===== config.mk =====
export PLATFORM = sky130hd
export DESIGN_NAME = pulse_stretcher
export DESIGN_NICKNAME = d
export VERILOG_FILES = /design/src/rtl/pulse_stretcher_pkg.sv /design/src/rtl/edge_rise_detect.sv /design/src/rtl/pulse_stretcher.sv
export SDC_FILE = /design/constraint.sdc
export NUM_CORES = 1
export LEC_CHECK = 0
export CELL_PAD_IN_SITES_DETAIL_PLACEMENT = 0
export CELL_PAD_IN_SITES_GLOBAL_PLACEMENT = 1
export CORE_MARGIN = 2
export CORE_UTILIZATION = 25
export DETAILED_ROUTE_END_ITERATION = 8
export DONT_BUFFER_PORTS = 1
export GPL_TIMING_DRIVEN = 0
export PLACE_DENSITY = 0.42
export SETUP_SLACK_MARGIN = 0.05
export SKIP_LAST_GASP = 1
export SYNTH_ARGS = -nofsm -noshare
export SYNTH_HDL_FRONTEND = slang
export SYNTH_SLANG_ARGS = --single-unit

===== constraint.sdc =====
create_clock -name i_Clk -period 3.05 [get_ports i_Clk]
set_input_delay 0.61 -clock i_Clk [delete_from_list [all_inputs] [get_ports i_Clk]]
set_output_delay 0.61 -clock i_Clk [all_outputs]
set_load 0.01 [all_outputs]

===== src/rtl/pulse_stretcher_pkg.sv =====
// Shared definitions for the pulse stretcher and related event/indicator blocks:
// FSM state encoding and the ms-to-clock-cycles conversion.
package pulse_stretcher_pkg;

  typedef enum logic [1:0] {
    ST_IDLE = 2'd0,
    ST_ON   = 2'd1,
    ST_GAP  = 2'd2
  } state_t;

  // 64-bit intermediate so large clock rates times long intervals cannot wrap.
  function automatic logic [31:0] ms_to_cycles(input longint unsigned freq_hz,
                                               input longint unsigned ms);
    longint unsigned cycles_v;
    cycles_v = (freq_hz * ms) / 64'd1000;
    return cycles_v[31:0];
  endfunction

endpackage


===== src/rtl/edge_rise_detect.sv =====
// Rising-edge detector: registered previous level, combinational rise strobe.
// A level already high when reset releases reports a rise on the first cycle.
module edge_rise_detect (
  input  logic i_Clk,
  input  logic i_Rst_L,
  input  logic i_Sig,
  output logic o_Rise
);

  logic sig_prev_r;

  // Previous-level register, cleared by reset.
  always_ff @(posedge i_Clk) begin
    if (!i_Rst_L) begin
      sig_prev_r <= 1'b0;
    end else begin
      sig_prev_r <= i_Sig;
    end
  end

  assign o_Rise = i_Sig & ~sig_prev_r;

endmodule


===== src/rtl/pulse_stretcher.sv =====
// Turns each rising edge of i_Event into one visible blink of o_LED with a fixed
// on-time and a minimum off-gap; edges arriving mid-blink are queued up to MAX_PENDING.
module pulse_stretcher
  import pulse_stretcher_pkg::*;
#(
  parameter int unsigned CLOCK_FREQ_HZ = 25_000_000,
  parameter int unsigned ON_MS         = 50,
  parameter int unsigned OFF_MS        = 50,
  parameter int unsigned MAX_PENDING   = 7
) (
  input  logic i_Clk,
  input  logic i_Rst_L,
  input  logic i_Event,
  output logic o_LED,
  output logic o_Busy,
  output logic o_Overflow
);

  localparam logic [31:0] c_ON_LIMIT  = ms_to_cycles(64'(CLOCK_FREQ_HZ), 64'(ON_MS));
  localparam logic [31:0] c_OFF_LIMIT = ms_to_cycles(64'(CLOCK_FREQ_HZ), 64'(OFF_MS));
  localparam int unsigned PW          = $clog2(MAX_PENDING + 1);
  localparam logic [PW-1:0] c_PEND_MAX  = PW'(MAX_PENDING);
  localparam logic [PW-1:0] c_PEND_ONE  = PW'(1);
  localparam logic [PW-1:0] c_PEND_ZERO = PW'(0);

  if (c_ON_LIMIT == 32'd0) begin : g_on_limit_zero
    $error("pulse_stretcher: ON_MS at CLOCK_FREQ_HZ gives a zero-cycle on-time");
  end
  if (c_OFF_LIMIT == 32'd0) begin : g_off_limit_zero
    $error("pulse_stretcher: OFF_MS at CLOCK_FREQ_HZ gives a zero-cycle off-gap");
  end

  state_t        state_r, state_nxt_s;
  logic [31:0]   timer_r, timer_nxt_s;
  logic [PW-1:0] pending_r, pend_nxt_s;
  logic          led_r, led_nxt_s;
  logic          ovf_r, ovf_set_s;
  logic          deq_s;
  logic          rise_s;

  edge_rise_detect u_edge_rise_detect (
    .i_Clk   (i_Clk),
    .i_Rst_L (i_Rst_L),
    .i_Sig   (i_Event),
    .o_Rise  (rise_s)
  );

  // Blink sequencing: IDLE waits for work, ON holds the LED, GAP enforces the off-time.
  always_comb begin
    state_nxt_s = state_r;
    timer_nxt_s = timer_r + 32'd1;
    led_nxt_s   = led_r;
    deq_s       = 1'b0;
    case (state_r)
      ST_IDLE: begin
        timer_nxt_s = 32'd0;
        if (pending_r != c_PEND_ZERO) begin
          state_nxt_s = ST_ON;
          deq_s       = 1'b1;
          led_nxt_s   = 1'b1;
        end else begin
          led_nxt_s   = 1'b0;
        end
      end
      ST_ON: begin
        if (timer_r == c_ON_LIMIT - 32'd1) begin
          state_nxt_s = ST_GAP;
          timer_nxt_s = 32'd0;
          led_nxt_s   = 1'b0;
        end else begin
          led_nxt_s   = 1'b1;
        end
      end
      ST_GAP: begin
        led_nxt_s = 1'b0;
        if (timer_r == c_OFF_LIMIT - 32'd1) begin
          timer_nxt_s = 32'd0;
          // Queued work skips IDLE so back-to-back gaps are exactly the off-time.
          if (pending_r != c_PEND_ZERO) begin
            state_nxt_s = ST_ON;
            deq_s       = 1'b1;
            led_nxt_s   = 1'b1;
          end else begin
            state_nxt_s = ST_IDLE;
          end
        end else begin
          state_nxt_s = ST_GAP;
        end
      end
      default: begin
        state_nxt_s = ST_IDLE;
        timer_nxt_s = 32'd0;
        led_nxt_s   = 1'b0;
      end
    endcase
  end

  // Pending-event counter; a rise coinciding with a dequeue is never dropped.
  always_comb begin
    pend_nxt_s = pending_r;
    ovf_set_s  = 1'b0;
    case ({rise_s, deq_s})
      2'b10: begin
        if (pending_r == c_PEND_MAX) begin
          ovf_set_s  = 1'b1;
        end else begin
          pend_nxt_s = pending_r + c_PEND_ONE;
        end
      end
      2'b01:   pend_nxt_s = pending_r - c_PEND_ONE;
      default: pend_nxt_s = pending_r;
    endcase
  end

  // State, timer, counter and output registers.
  always_ff @(posedge i_Clk) begin
    if (!i_Rst_L) begin
      state_r   <= ST_IDLE;
      timer_r   <= 32'd0;
      pending_r <= c_PEND_ZERO;
      led_r     <= 1'b0;
      ovf_r     <= 1'b0;
    end else begin
      state_r   <= state_nxt_s;
      timer_r   <= timer_nxt_s;
      pending_r <= pend_nxt_s;
      led_r     <= led_nxt_s;
      ovf_r     <= ovf_r | ovf_set_s;
    end
  end

  assign o_LED      = led_r;
  assign o_Overflow = ovf_r;
  assign o_Busy     = (state_r != ST_IDLE) | (pending_r != c_PEND_ZERO);

endmodule


==> results.toml <==
[run_status]
outcome = "completed"

[synth]
netlist-cell-type-count = 39
seq_area_frac_synth = 0.4074
synth_cells = 220
yosys_warnings = 0
dominantRegCellSynth = "dfxtp_1"
synth_edf_count = 0
async_reset_ff_frac = 0
synth_nets = 229
yosysMostFrequentCell = "dfxtp_1"
synth_common_cells = "dfxtp_1, nor2_1, nand2_1"
ys_ff_latch = 40
synth_top_area_cell = "dfxtp_1"
avgSynthCellArea_sq_um = 8.935
synth_area_leaders = "dfxtp_1, nor2_1, xor2_1, xnor2_1, nand2_1"
synth_top_area_share = 0.4074
syn_area_sq_um = 1966

[timing]
fmax_mhz = 374.6
rsz0062_at_grt = "no"
slew_headroom = 0.6534
hold_violations = 0
finalSetupViolCount = 0
skew_ns = 0.005948
tns_ns = 0
worst_slew_pin_slew_ns = 0.5171
slew_viol_final = 0
post-route-period-util = 0.8751
final.setup.worst_slack_ns = 0.3808
min_period_ns = 2.669

[floorplan]
initial_core_util = 0.2557
io_pins = 6
die_w_um = 92.67
rows = 32
die-area_sq_um = 8588
die_h_um = 92.67
coreArea_sq_um = 7687

[setup_path]
crit_required_ns = 3.24
crit_path_cell_trace = "inv_1 -> ha_1 -> o31a_1 -> nand4_1 -> nor4_4 -> o21ai_2 -> fa_1 -> nor4_2 -> o21ai_0 -> nor3b_2"
slowest_stage = "nor4_4"
critPathArrivalTime_ns = 2.86
slowest_delay_ns = 0.46
path_class = "reg2reg"
cp_max_fo = 5
start_kind = "flop"
r2r_setup_slack_ns = 0.38
end_kind = "flop"

[worst_hold_path]
hp-class = "in2reg"

[finish]
seq_area_sq_um = 800.8
fill_cells = 856
syn2layout_area_growth_pct = 13.37
multiInputGateArea_sq_um = 1124
antenna_cells = 0
final_cells = 332
final_nets = 238
layout-drive-gt1-share = 0.1087
fin_util = 0.2899

[detailed_routing]
vias = 1522
wl_per_cell_um = 12.72
drt_iter0_markers = 44
wl_um = 4222
drc = 0
via_per_inst = 4.584
antenna_left = 0
drtPass1Iterations = 4

[power_and_ir_drop]
p_per_area_nw_per_um2 = 624.0
ir_drop_mv = 0.1439
power.switching_mw = 0.4427
seq_power_share = 0.436
intPower_mw = 0.9478
p_sw_frac = 0.3184
pwr-share-comb = 0.250
clkPwrFrac = 0.314
p_leak_nw = 0.7848

[place]
place.gp.congestion = 0.7432
post-place-ws_ns = 0.1665
dp_hpwl_um = 3126
io_buffers = 0
place_inst = 322

[clock_tree]
cts_tree = "built"
clock_path_buffers = 2
h-tree-depth = 2
clkSlewWorstSetupHoldPaths_ns = 0.08
clk_latency_ns = 0.29
clock-root-buffer = "clkbuf_8"
numCtsBuffers = 5
cts_sinks = 40

[grt]
antenna_found_initial = 0
grtUsageTotal = 0.1060
grt_pass1_wl_um = 7224
grt_max_degree = 13
grt_pass1_vias = 1466
grt_overflow_total = 0

[job]
cap_violations = 0
==> layer usage <==
layer,GRT usage,vias to the layer above,wire length (um)
li1,-,776,-
met4,0.03554,0,70
met1,0.1344,719,2063
met2,0.1746,18,1957
met5,0,-,0
met3,0.02848,9,131
==> critical path: cells and delay by family (launching register included) <==
| kind | cells | cell delay, ns |
|---|---|---|
| fa+ha+maj | 2 | 0.61 |
| simple gates | 4 | 1.09 |
| buf+inv | 1 | 0.12 |
| compound gates | 3 | 0.39 |
| flops | 1 | 0.35 |
==> layout by cell type, fill, tap and decap left out, drive strengths merged, types with 3 or more instances in the layout <==
cell type / n
dfxtp: 40
nor2: 36
nand2: 21
xor2: 15
xnor2: 13
nand3: 10
nand4: 8
and3: 7
clkbuf: 7
inv: 6
nor3: 6
buf: 6
and4: 6
a21oi: 5
ha: 5
o21ai: 5
nor4: 5
nand2b: 4
and2: 3
mux2i: 3
or3: 3
nor4b: 3
==> through the flow <==
step	hold WS [ns]	instance area [sq um]	total power [mW]
after floorplan	0.4260	1966	0.8880
after global placement	0.4428	2093	0.9572
after detailed placement	0.4638	2093	0.9689
after CTS	0.4241	2201	1.414
after global routing	0.4314	2228	1.492
final	0.4327	2228	1.391
==> state kept, by name, summed over array words and instances, names as in the netlist <==
name / flops
timer_r: 32
pending_r: 3
state_r: 2
o_LED: 1
o_Overflow: 1
u_edge_rise_detect.sig_prev_r: 1
==> power by group through the flow <==
| stage | logic, mW | registers, mW | clock network (mW) |
|---|---|---|---|
| 3_5_place_dp | 0.348 | 0.621 | 0 |
| 4_1_cts | 0.351 | 0.608 | 0.455 |
| 2_1_floorplan | 0.280 | 0.609 | 0 |
| 5_1_grt | 0.401 | 0.613 | 0.478 |
| 6_report | 0.348 | 0.606 | 0.437 |
| 3_3_place_gp | 0.338 | 0.619 | 0 |
==> final cells by class <==
class | instances | share of cell area
flip-flops and latches | 40 | 0.3593
inverters | 6 | 0.01011
clock inverters | 2 | 0.01572
plain buffers | 5 | 0.01404
clock buffers | 6 | 0.03257
repair buffers | 2 | 0.006738
multi-input cells | 169 | 0.5042
well taps | 102 | 0.05727
==> worst paths after layout <==
| path | to | cells after the start | start |
|---|---|---|---|
| max reg2reg | pending_r[2] | 10 | state_r[0] |
| max | pending_r[2] | 10 | state_r[0] |
| min reg2reg | timer_r[0] | 1 | timer_r[0] |
| min | u_edge_rise_detect.sig_prev_r | 1 | i_Event |
==> kinds of logic after synthesis <==
family,Yosys count,share of synthesized area
AO/OA/AOI/OAI,16,0.05283
XOR/XNOR,28,0.1248
adder cells (fa/ha/maj),6,0.04201
buffers and inverters,11,0.02737
flip-flops,40,0.4074
multiplexers,3,0.01528
AND/OR/NAND/NOR,116,0.3304
==> timing repair <==
action | CTS | global route
hold buffers | 0 | 0
endpoints found under the hold margin | 0 | 0
gates resized for setup | 0 | 2
setup endpoints to repair | 0 | 1
setup buffers | 0 | 2
(Power assumes the default switching activity.)
